File: src/rtl/neuron_timebase_pkg.sv
// Shared definitions for the neuron time-base block: phase encodings,
// spike counter width and a saturating increment helper.
package neuron_timebase_pkg;

  localparam logic [1:0] PH_COUNT = 2'd0;
  localparam logic [1:0] PH_READ  = 2'd1;
  localparam logic [1:0] PH_IDLE  = 2'd2;
  localparam logic [1:0] PH_WRITE = 2'd3;

  localparam int unsigned SPIKE_CNT_W = 32;

  typedef logic [SPIKE_CNT_W-1:0] spike_cnt_t;

  localparam spike_cnt_t SPIKE_CNT_MAX = '1;

  // Increment by one when en is set, holding at all-ones.
  function automatic spike_cnt_t sat_inc(input spike_cnt_t v, input logic en);
    return (en && (v != SPIKE_CNT_MAX)) ? v + spike_cnt_t'(1) : v;
  endfunction

endpackage

File: src/rtl/neuron_timebase_if.sv
// Control/status bundle of the neuron time-base.
// master: drives run, div_load, div_max_in, spike_in; observes the timing outputs.
// slave : the time-base itself.
interface neuron_timebase_if #(
  parameter int unsigned NN    = 8,
  parameter int unsigned DIV_W = 18
);
  import neuron_timebase_pkg::*;

  logic             run;
  logic             div_load;
  logic [DIV_W-1:0] div_max_in;
  logic             spike_in;

  logic             tick;
  logic             test_clk;
  logic [1:0]       phase;
  logic [NN-1:0]    neuron_index;
  logic             read_en;
  logic             write_en;
  logic             sim_tick;
  logic             spindle_tick;
  spike_cnt_t       spike_count_out;
  logic             spike_count_valid;

  modport master (
    output run, div_load, div_max_in, spike_in,
    input  tick, test_clk, phase, neuron_index, read_en, write_en,
           sim_tick, spindle_tick, spike_count_out, spike_count_valid
  );

  modport slave (
    input  run, div_load, div_max_in, spike_in,
    output tick, test_clk, phase, neuron_index, read_en, write_en,
           sim_tick, spindle_tick, spike_count_out, spike_count_valid
  );

endinterface

File: src/rtl/neuron_timebase_tick_divider.sv
// Programmable clock divider producing a one-cycle tick every div_max+1
// running cycles.
// Ports: clk1, reset_global (async, active-high), run (count enable),
//        div_load/div_max_in (terminal count update), tick (registered pulse).
module tick_divider
  import neuron_timebase_pkg::*;
#(
  parameter int unsigned DIV_W   = 18,
  parameter int unsigned DIV_RST = 49
) (
  input  logic             clk1,
  input  logic             reset_global,
  input  logic             run,
  input  logic             div_load,
  input  logic [DIV_W-1:0] div_max_in,
  output logic             tick
);

  logic [DIV_W-1:0] count_q, count_d;
  logic [DIV_W-1:0] max_q, max_d;
  logic             tick_d;

  // >= rather than == so a terminal count lowered below the current count
  // wraps on the next compare instead of running to 2^DIV_W.
  always_comb begin
    count_d = count_q;
    max_d   = max_q;
    tick_d  = 1'b0;
    if (run) begin
      if (count_q >= max_q) begin
        count_d = '0;
        tick_d  = 1'b1;
      end else begin
        count_d = count_q + DIV_W'(1);
      end
    end
    if (div_load) max_d = div_max_in;
  end

  always_ff @(posedge clk1 or posedge reset_global) begin
    if (reset_global) begin
      count_q <= '0;
      max_q   <= DIV_W'(DIV_RST);
      tick    <= 1'b0;
    end else begin
      count_q <= count_d;
      max_q   <= max_d;
      tick    <= tick_d;
    end
  end

endmodule

File: src/rtl/neuron_timebase.sv
// Neuron time-base: divides clk1 into time-step ticks, sequences neurons
// through count/read/idle/write phases, flags frame and spindle strobes and
// counts spikes per frame.
// Ports: clk1, reset_global (async, active-high), bus (neuron_timebase_if.slave).
module neuron_timebase
  import neuron_timebase_pkg::*;
#(
  parameter int unsigned NN      = 8,
  parameter int unsigned DIV_W   = 18,
  parameter int unsigned DIV_RST = 49,
  parameter int unsigned NSTROBE = 3
) (
  input  logic               clk1,
  input  logic               reset_global,
  neuron_timebase_if.slave   bus
);

  localparam int unsigned SEQ_W       = NN + 2;
  localparam int unsigned STROBE_STEP = (2 ** NN) / NSTROBE;

  logic             tick;
  logic [SEQ_W-1:0] seq_q, seq_d, seq_inc;
  logic             test_clk_q, test_clk_d;
  logic             sim_q, sim_d;
  logic             spin_q, spin_d;
  logic             valid_q, valid_d;
  spike_cnt_t       spk_q, spk_d;
  spike_cnt_t       out_q, out_d;
  logic             strobe_c;

  tick_divider #(
    .DIV_W   (DIV_W),
    .DIV_RST (DIV_RST)
  ) u_tick_divider (
    .clk1         (clk1),
    .reset_global (reset_global),
    .run          (bus.run),
    .div_load     (bus.div_load),
    .div_max_in   (bus.div_max_in),
    .tick         (tick)
  );

  assign seq_inc = seq_q + SEQ_W'(1);

  // Does the neuron index seq is about to reach sit on a strobe multiple?
  always_comb begin
    strobe_c = 1'b0;
    for (int unsigned k = 0; k < NSTROBE; k++) begin
      if (seq_inc[SEQ_W-1:2] == NN'(k * STROBE_STEP)) strobe_c = 1'b1;
    end
  end

  // Everything below advances only on a tick, so run low freezes it.
  always_comb begin
    seq_d      = seq_q;
    test_clk_d = test_clk_q;
    spk_d      = spk_q;
    out_d      = out_q;
    sim_d      = 1'b0;
    spin_d     = 1'b0;
    valid_d    = 1'b0;
    if (tick) begin
      seq_d      = seq_inc;
      test_clk_d = ~test_clk_q;
      sim_d      = (seq_inc == '0);
      spin_d     = (seq_inc[1:0] == PH_COUNT) && strobe_c;
      spk_d      = sat_inc(spk_q, (seq_q[1:0] == PH_WRITE) && bus.spike_in);
      // Frame wrap: publish the count including this tick's spike.
      if (seq_inc == '0) begin
        out_d   = spk_d;
        spk_d   = '0;
        valid_d = 1'b1;
      end
    end
  end

  always_ff @(posedge clk1 or posedge reset_global) begin
    if (reset_global) begin
      seq_q      <= '0;
      test_clk_q <= 1'b0;
      sim_q      <= 1'b0;
      spin_q     <= 1'b0;
      valid_q    <= 1'b0;
      spk_q      <= '0;
      out_q      <= '0;
    end else begin
      seq_q      <= seq_d;
      test_clk_q <= test_clk_d;
      sim_q      <= sim_d;
      spin_q     <= spin_d;
      valid_q    <= valid_d;
      spk_q      <= spk_d;
      out_q      <= out_d;
    end
  end

  assign bus.tick              = tick;
  assign bus.test_clk          = test_clk_q;
  assign bus.phase             = seq_q[1:0];
  assign bus.neuron_index      = seq_q[SEQ_W-1:2];
  assign bus.read_en           = (seq_q[1:0] == PH_READ);
  assign bus.write_en          = (seq_q[1:0] == PH_WRITE);
  assign bus.sim_tick          = sim_q;
  assign bus.spindle_tick      = spin_q;
  assign bus.spike_count_out   = out_q;
  assign bus.spike_count_valid = valid_q;

endmodule
File: src/flat_wrapper.sv
// flat-port wrapper written by rule: the top's interface ports become plain ports
module neuron_timebase_flat import neuron_timebase_pkg::*;
#(
  parameter int unsigned NN      = 8,
  parameter int unsigned DIV_W   = 18,
  parameter int unsigned DIV_RST = 49,
  parameter int unsigned NSTROBE = 3
)
  (clk1, reset_global, bus_run, bus_div_load, bus_div_max_in, bus_spike_in, bus_tick, bus_test_clk, bus_phase, bus_neuron_index, bus_read_en, bus_write_en, bus_sim_tick, bus_spindle_tick, bus_spike_count_out, bus_spike_count_valid);
  neuron_timebase_if #(.NN(NN), .DIV_W(DIV_W)) bus_i ();
  input  logic clk1;
  input  logic reset_global;
  input wire logic [$bits(bus_i.run)-1:0] bus_run;
  input wire logic [$bits(bus_i.div_load)-1:0] bus_div_load;
  input wire logic [$bits(bus_i.div_max_in)-1:0] bus_div_max_in;
  input wire logic [$bits(bus_i.spike_in)-1:0] bus_spike_in;
  output wire logic [$bits(bus_i.tick)-1:0] bus_tick;
  output wire logic [$bits(bus_i.test_clk)-1:0] bus_test_clk;
  output wire logic [$bits(bus_i.phase)-1:0] bus_phase;
  output wire logic [$bits(bus_i.neuron_index)-1:0] bus_neuron_index;
  output wire logic [$bits(bus_i.read_en)-1:0] bus_read_en;
  output wire logic [$bits(bus_i.write_en)-1:0] bus_write_en;
  output wire logic [$bits(bus_i.sim_tick)-1:0] bus_sim_tick;
  output wire logic [$bits(bus_i.spindle_tick)-1:0] bus_spindle_tick;
  output wire logic [$bits(bus_i.spike_count_out)-1:0] bus_spike_count_out;
  output wire logic [$bits(bus_i.spike_count_valid)-1:0] bus_spike_count_valid;
  assign bus_i.run = bus_run;
  assign bus_i.div_load = bus_div_load;
  assign bus_i.div_max_in = bus_div_max_in;
  assign bus_i.spike_in = bus_spike_in;
  assign bus_tick = bus_i.tick;
  assign bus_test_clk = bus_i.test_clk;
  assign bus_phase = bus_i.phase;
  assign bus_neuron_index = bus_i.neuron_index;
  assign bus_read_en = bus_i.read_en;
  assign bus_write_en = bus_i.write_en;
  assign bus_sim_tick = bus_i.sim_tick;
  assign bus_spindle_tick = bus_i.spindle_tick;
  assign bus_spike_count_out = bus_i.spike_count_out;
  assign bus_spike_count_valid = bus_i.spike_count_valid;
  neuron_timebase #(.NN(NN), .DIV_W(DIV_W), .DIV_RST(DIV_RST), .NSTROBE(NSTROBE)) u_core (.clk1(clk1), .reset_global(reset_global), .bus(bus_i));
endmodule
File: config.mk
export PLATFORM = sky130hd
export DESIGN_NAME = neuron_timebase_flat
export DESIGN_NICKNAME = d
export VERILOG_FILES = /design/src/rtl/neuron_timebase_pkg.sv /design/src/rtl/neuron_timebase_if.sv /design/src/rtl/neuron_timebase_tick_divider.sv /design/src/rtl/neuron_timebase.sv /design/src/flat_wrapper.sv
export SDC_FILE = /design/constraint.sdc
export NUM_CORES = 1
export LEC_CHECK = 0
export CORE_UTILIZATION = 59
export DETAILED_ROUTE_END_ITERATION = 7
export PLACE_DENSITY_LB_ADDON = 0.05
export SYNTH_ARGS = -nofsm -noshare
export SYNTH_HDL_FRONTEND = slang
export SYNTH_SLANG_ARGS = --single-unit
File: constraint.sdc
create_clock -name clk1 -period 7.33 [get_ports clk1]
set_clock_uncertainty 0.05 [all_clocks]
set_input_delay 1.466 -clock clk1 [delete_from_list [all_inputs] [get_ports clk1]]
set_output_delay 1.466 -clock clk1 [all_outputs]
set_load 0.01 [all_outputs]
==> summary.txt <==
Outcome
  • Outcome: finished clean

Global routing
  • First-pass GRT wire length: 24300 um
  • Overall Global Routing Usage: 0.275
  • Number of global-route vias before repair: 5108
  • Overflow after GRT: 0
  • Largest net degree at the start of global routing: 66
  • Initial antenna violation count: 0

Synth
  • Netlist cell types: 65
  • EDFF count, synth: 0
  • Sequential share of the synthesized area: 0.451
  • Post-synth top area cell: dfrtp_1
  • Cells after Synth: 656
  • Mapped Area: 6330 um^2
  • Synthesized flop and latch total: 114
  • Area fraction of the dominant cell type after synthesis: 0.438
  • Main synth FF type: dfrtp_1
  • Yosys synthesis warning count: 0
  • Syn nets: 702
  • Top-count cell post-synth: dfrtp_1
  • FFs w/ async S/R, synth: 1.00
  • Avg Cell Area, Syn: 9.66 um^2
  • Synth top cells by count: 111 x dfrtp_1, 77 x nand2_1, 46 x nor2_1, 38 x xnor2_1, 35 x o21ai_1
  • Synth top area cells: dfrtp_1 44%, xnor2_1 5.3%, nand2_1 4.6%, ha_1 4.5%, xor2_1 3.3%

Finish
  • Layout cell share with drive strength beyond 1: 0.0948
  • Nets@finish: 761
  • Ant diodes: 0
  • Area grow syn2layout: 21.1%
  • Fin util: 0.740
  • Area taken by multi-input logic gates: 3180 um^2
  • FF/Latch Area: 2860 um^2
  • Fill count: 744

Setup path
  • Required @ worst endpoint: 5.81 ns
  • Worst reg2reg path endpoint: u_core.spk_q[13]
  • R2R cell count: 6
  • Crit path kind: reg2out
  • Crit Path Max Fanout: 11
  • Crit path launch: u_core.seq_q[1]
  • CP Capture Type: output pin
  • Data arrival, critical path: 2.16 ns
  • RR Startpoint: u_core.seq_q[1]
  • Worst path cell trace: ha_1, clkdlybuf4s50_1
  • Reg-to-reg slack, setup: 4.36 ns
  • Crit path to: bus_write_en
  • Slowest-stage cell, CP: clkdlybuf4s50_1
  • Crit start category: register
  • Critical Path Max Stage Delay: 0.64 ns

Hold path
  • Hold Crit Class: reg2reg
  • WHS Path Cells: 1

Placed design
  • GP Congestion: 0.903
  • Port bufs: 71
  • Detailed Place HPWL: 9470 um

CTS
  • Clock Latency Late Sink: 0.53 ns
  • Post-CTS Hold Fix Bufs: 0
  • Post-CTS setup buffer count: 0
  • Clock Tree Buf Depth: 2
  • Reg clk slew, reported paths: 0.06 ns
  • Sinks on the clock net: 114
  • Root buffer cell: clkbuf_8
  • CTS Buf Count: 17
  • Clock H-tree levels: 4
  • Post-CTS resize count: 0
  • CTS tree: built

STA
  • Min Tclk post-route: 3.68 ns
  • Setup TNS: 0 ns
  • Final Max Slew Viols: 0
  • Final setup viols: 0
  • Hold Vio Cnt, Final: 0
  • Post-route clock period utilization: 0.502
  • Fmax: 0.272 GHz
  • RSZ-0062 raised after global routing: no
  • Rel. slew slack: 0.235
  • Slew @ Worst Pin: 1.14 ns

Drt
  • Pre-antenna DRT Iters: 6
  • Vias per cell: 5.89
  • DR DRC count: 0
  • Antenna-violating nets left: 0
  • Iteration-0 DRC Markers: 352
  • Detailed Route WL: 14300 um
  • Total number of vias: 5091
  • Drt wl/cell: 16.5 um

Floorplan
  • # rows: 37
  • # IOs: 72
  • Initial Utilization: 0.611
  • Die width: 106 um
  • Die ar.: 11200 um^2
  • Core area: 10400 um^2
  • Die H: 106 um

Power
  • Peak supply drop: 163 uV
  • Leakage: 0.00344 uW
  • Power per cell area: 222 nW/um^2

Flow run
  • Max-Cap Viols: 0
==> per-layer routing <==
metal / wire, um / GRT usage
met4: 299 / 0.110
met2: 7110 / 0.469
met5: 0 / 0
met3: 678 / 0.0532
met1: 6170 / 0.345
==> registers in the layout, summed over array words and instances, names as in the netlist <==
name                           count
u_core.bus.spike_count_out        32
u_core.u_tick_divider.count_q     18
u_core.seq_q                      10
u_core.bus.test_clk                1
u_core.spk_q                      32
u_core.bus.spindle_tick            1
u_core.u_tick_divider.tick         1
u_core.u_tick_divider.max_q       18
u_core.bus.sim_tick                1
==> cell families (layout without fill, tap and decap cells) <==
kind of cell	count (synthesis)	count (layout)	synth area share
xor+xnor	62	62	0.0857
simple gates	255	255	0.218
mux	8	8	0.0138
flops	114	114	0.451
compound gates	132	132	0.138
buf+inv	62	134	0.0478
fa+ha+maj	23	23	0.0454
==> final cells by class <==
cell class,instances,area share
clock buffers,19,0.0576
clock inverters,13,0.0240
inverters,28,0.0140
multi-input cells,480,0.414
flip-flops and latches,114,0.372
well taps,136,0.0222
repair buffers,74,0.0956
==> worst max-delay path: cells and delay by family, from the launching register on <==
kind                       cells  cell delay (ns)
adders and majority gates      1             0.52
DFF                            1             0.49
buffers and inverters          1             0.64
==> worst min-delay path by stage <==
stage	start	end	slack [ns]
2_1_floorplan	u_core.u_tick_divider.max_q[4]	u_core.u_tick_divider.max_q[4]	0.41
3_3_place_gp	u_core.bus.test_clk	u_core.bus.test_clk	0.41
3_5_place_dp	u_core.bus.test_clk	u_core.bus.test_clk	0.42
4_1_cts	u_core.bus.test_clk	u_core.bus.test_clk	0.43
5_1_grt	u_core.bus.test_clk	u_core.bus.test_clk	0.43
6_report	u_core.bus.test_clk	u_core.bus.test_clk	0.42
==> cell usage in the layout, fill, tap and decap left out, types with 4 or more instances in the layout <==
cell type	instances
nand3_1	28
clkbuf_16	16
xnor2_1	38
nor2_1	46
a21o_1	17
nor4_1	8
clkdlybuf4s50_1	71
o21ai_1	35
nor3b_1	5
bufinv_16	4
ha_1	23
xor2_1	24
a21oi_1	7
inv_1	27
dfrtp_1	111
mux2i_1	5
nor3_1	9
nor2b_1	4
o31ai_1	7
and3_1	16
a22o_1	7
o21ai_0	33
nand4_1	30
nand2_1	77
==> through the flow <==
stage	setup WS [ns]	total power, uW	instance area, um^2	std cells	hold WS (ns)
detailed placement	3.62	844	7040	832	0.418
CTS	3.62	1710	7670	864	0.427
global route	3.54	1770	7670	864	0.430
finish	3.65	1700	7670	864	0.425
global placement	3.70	834	7040	832	0.405
floorplan	2.80	791	6330	656	0.413
==> where the power goes <==
| part | internal [uW] | total, uW | switching [uW] |
|---|---|---|---|
| Sequential | 660 | 692 | 31.2 |
| Combinational | 63.4 | 141 | 78.0 |
| Clock | 569 | 868 | 299 |
| Total | 1290 | 1700 | 408 |
(Power assumes the default switching activity.)
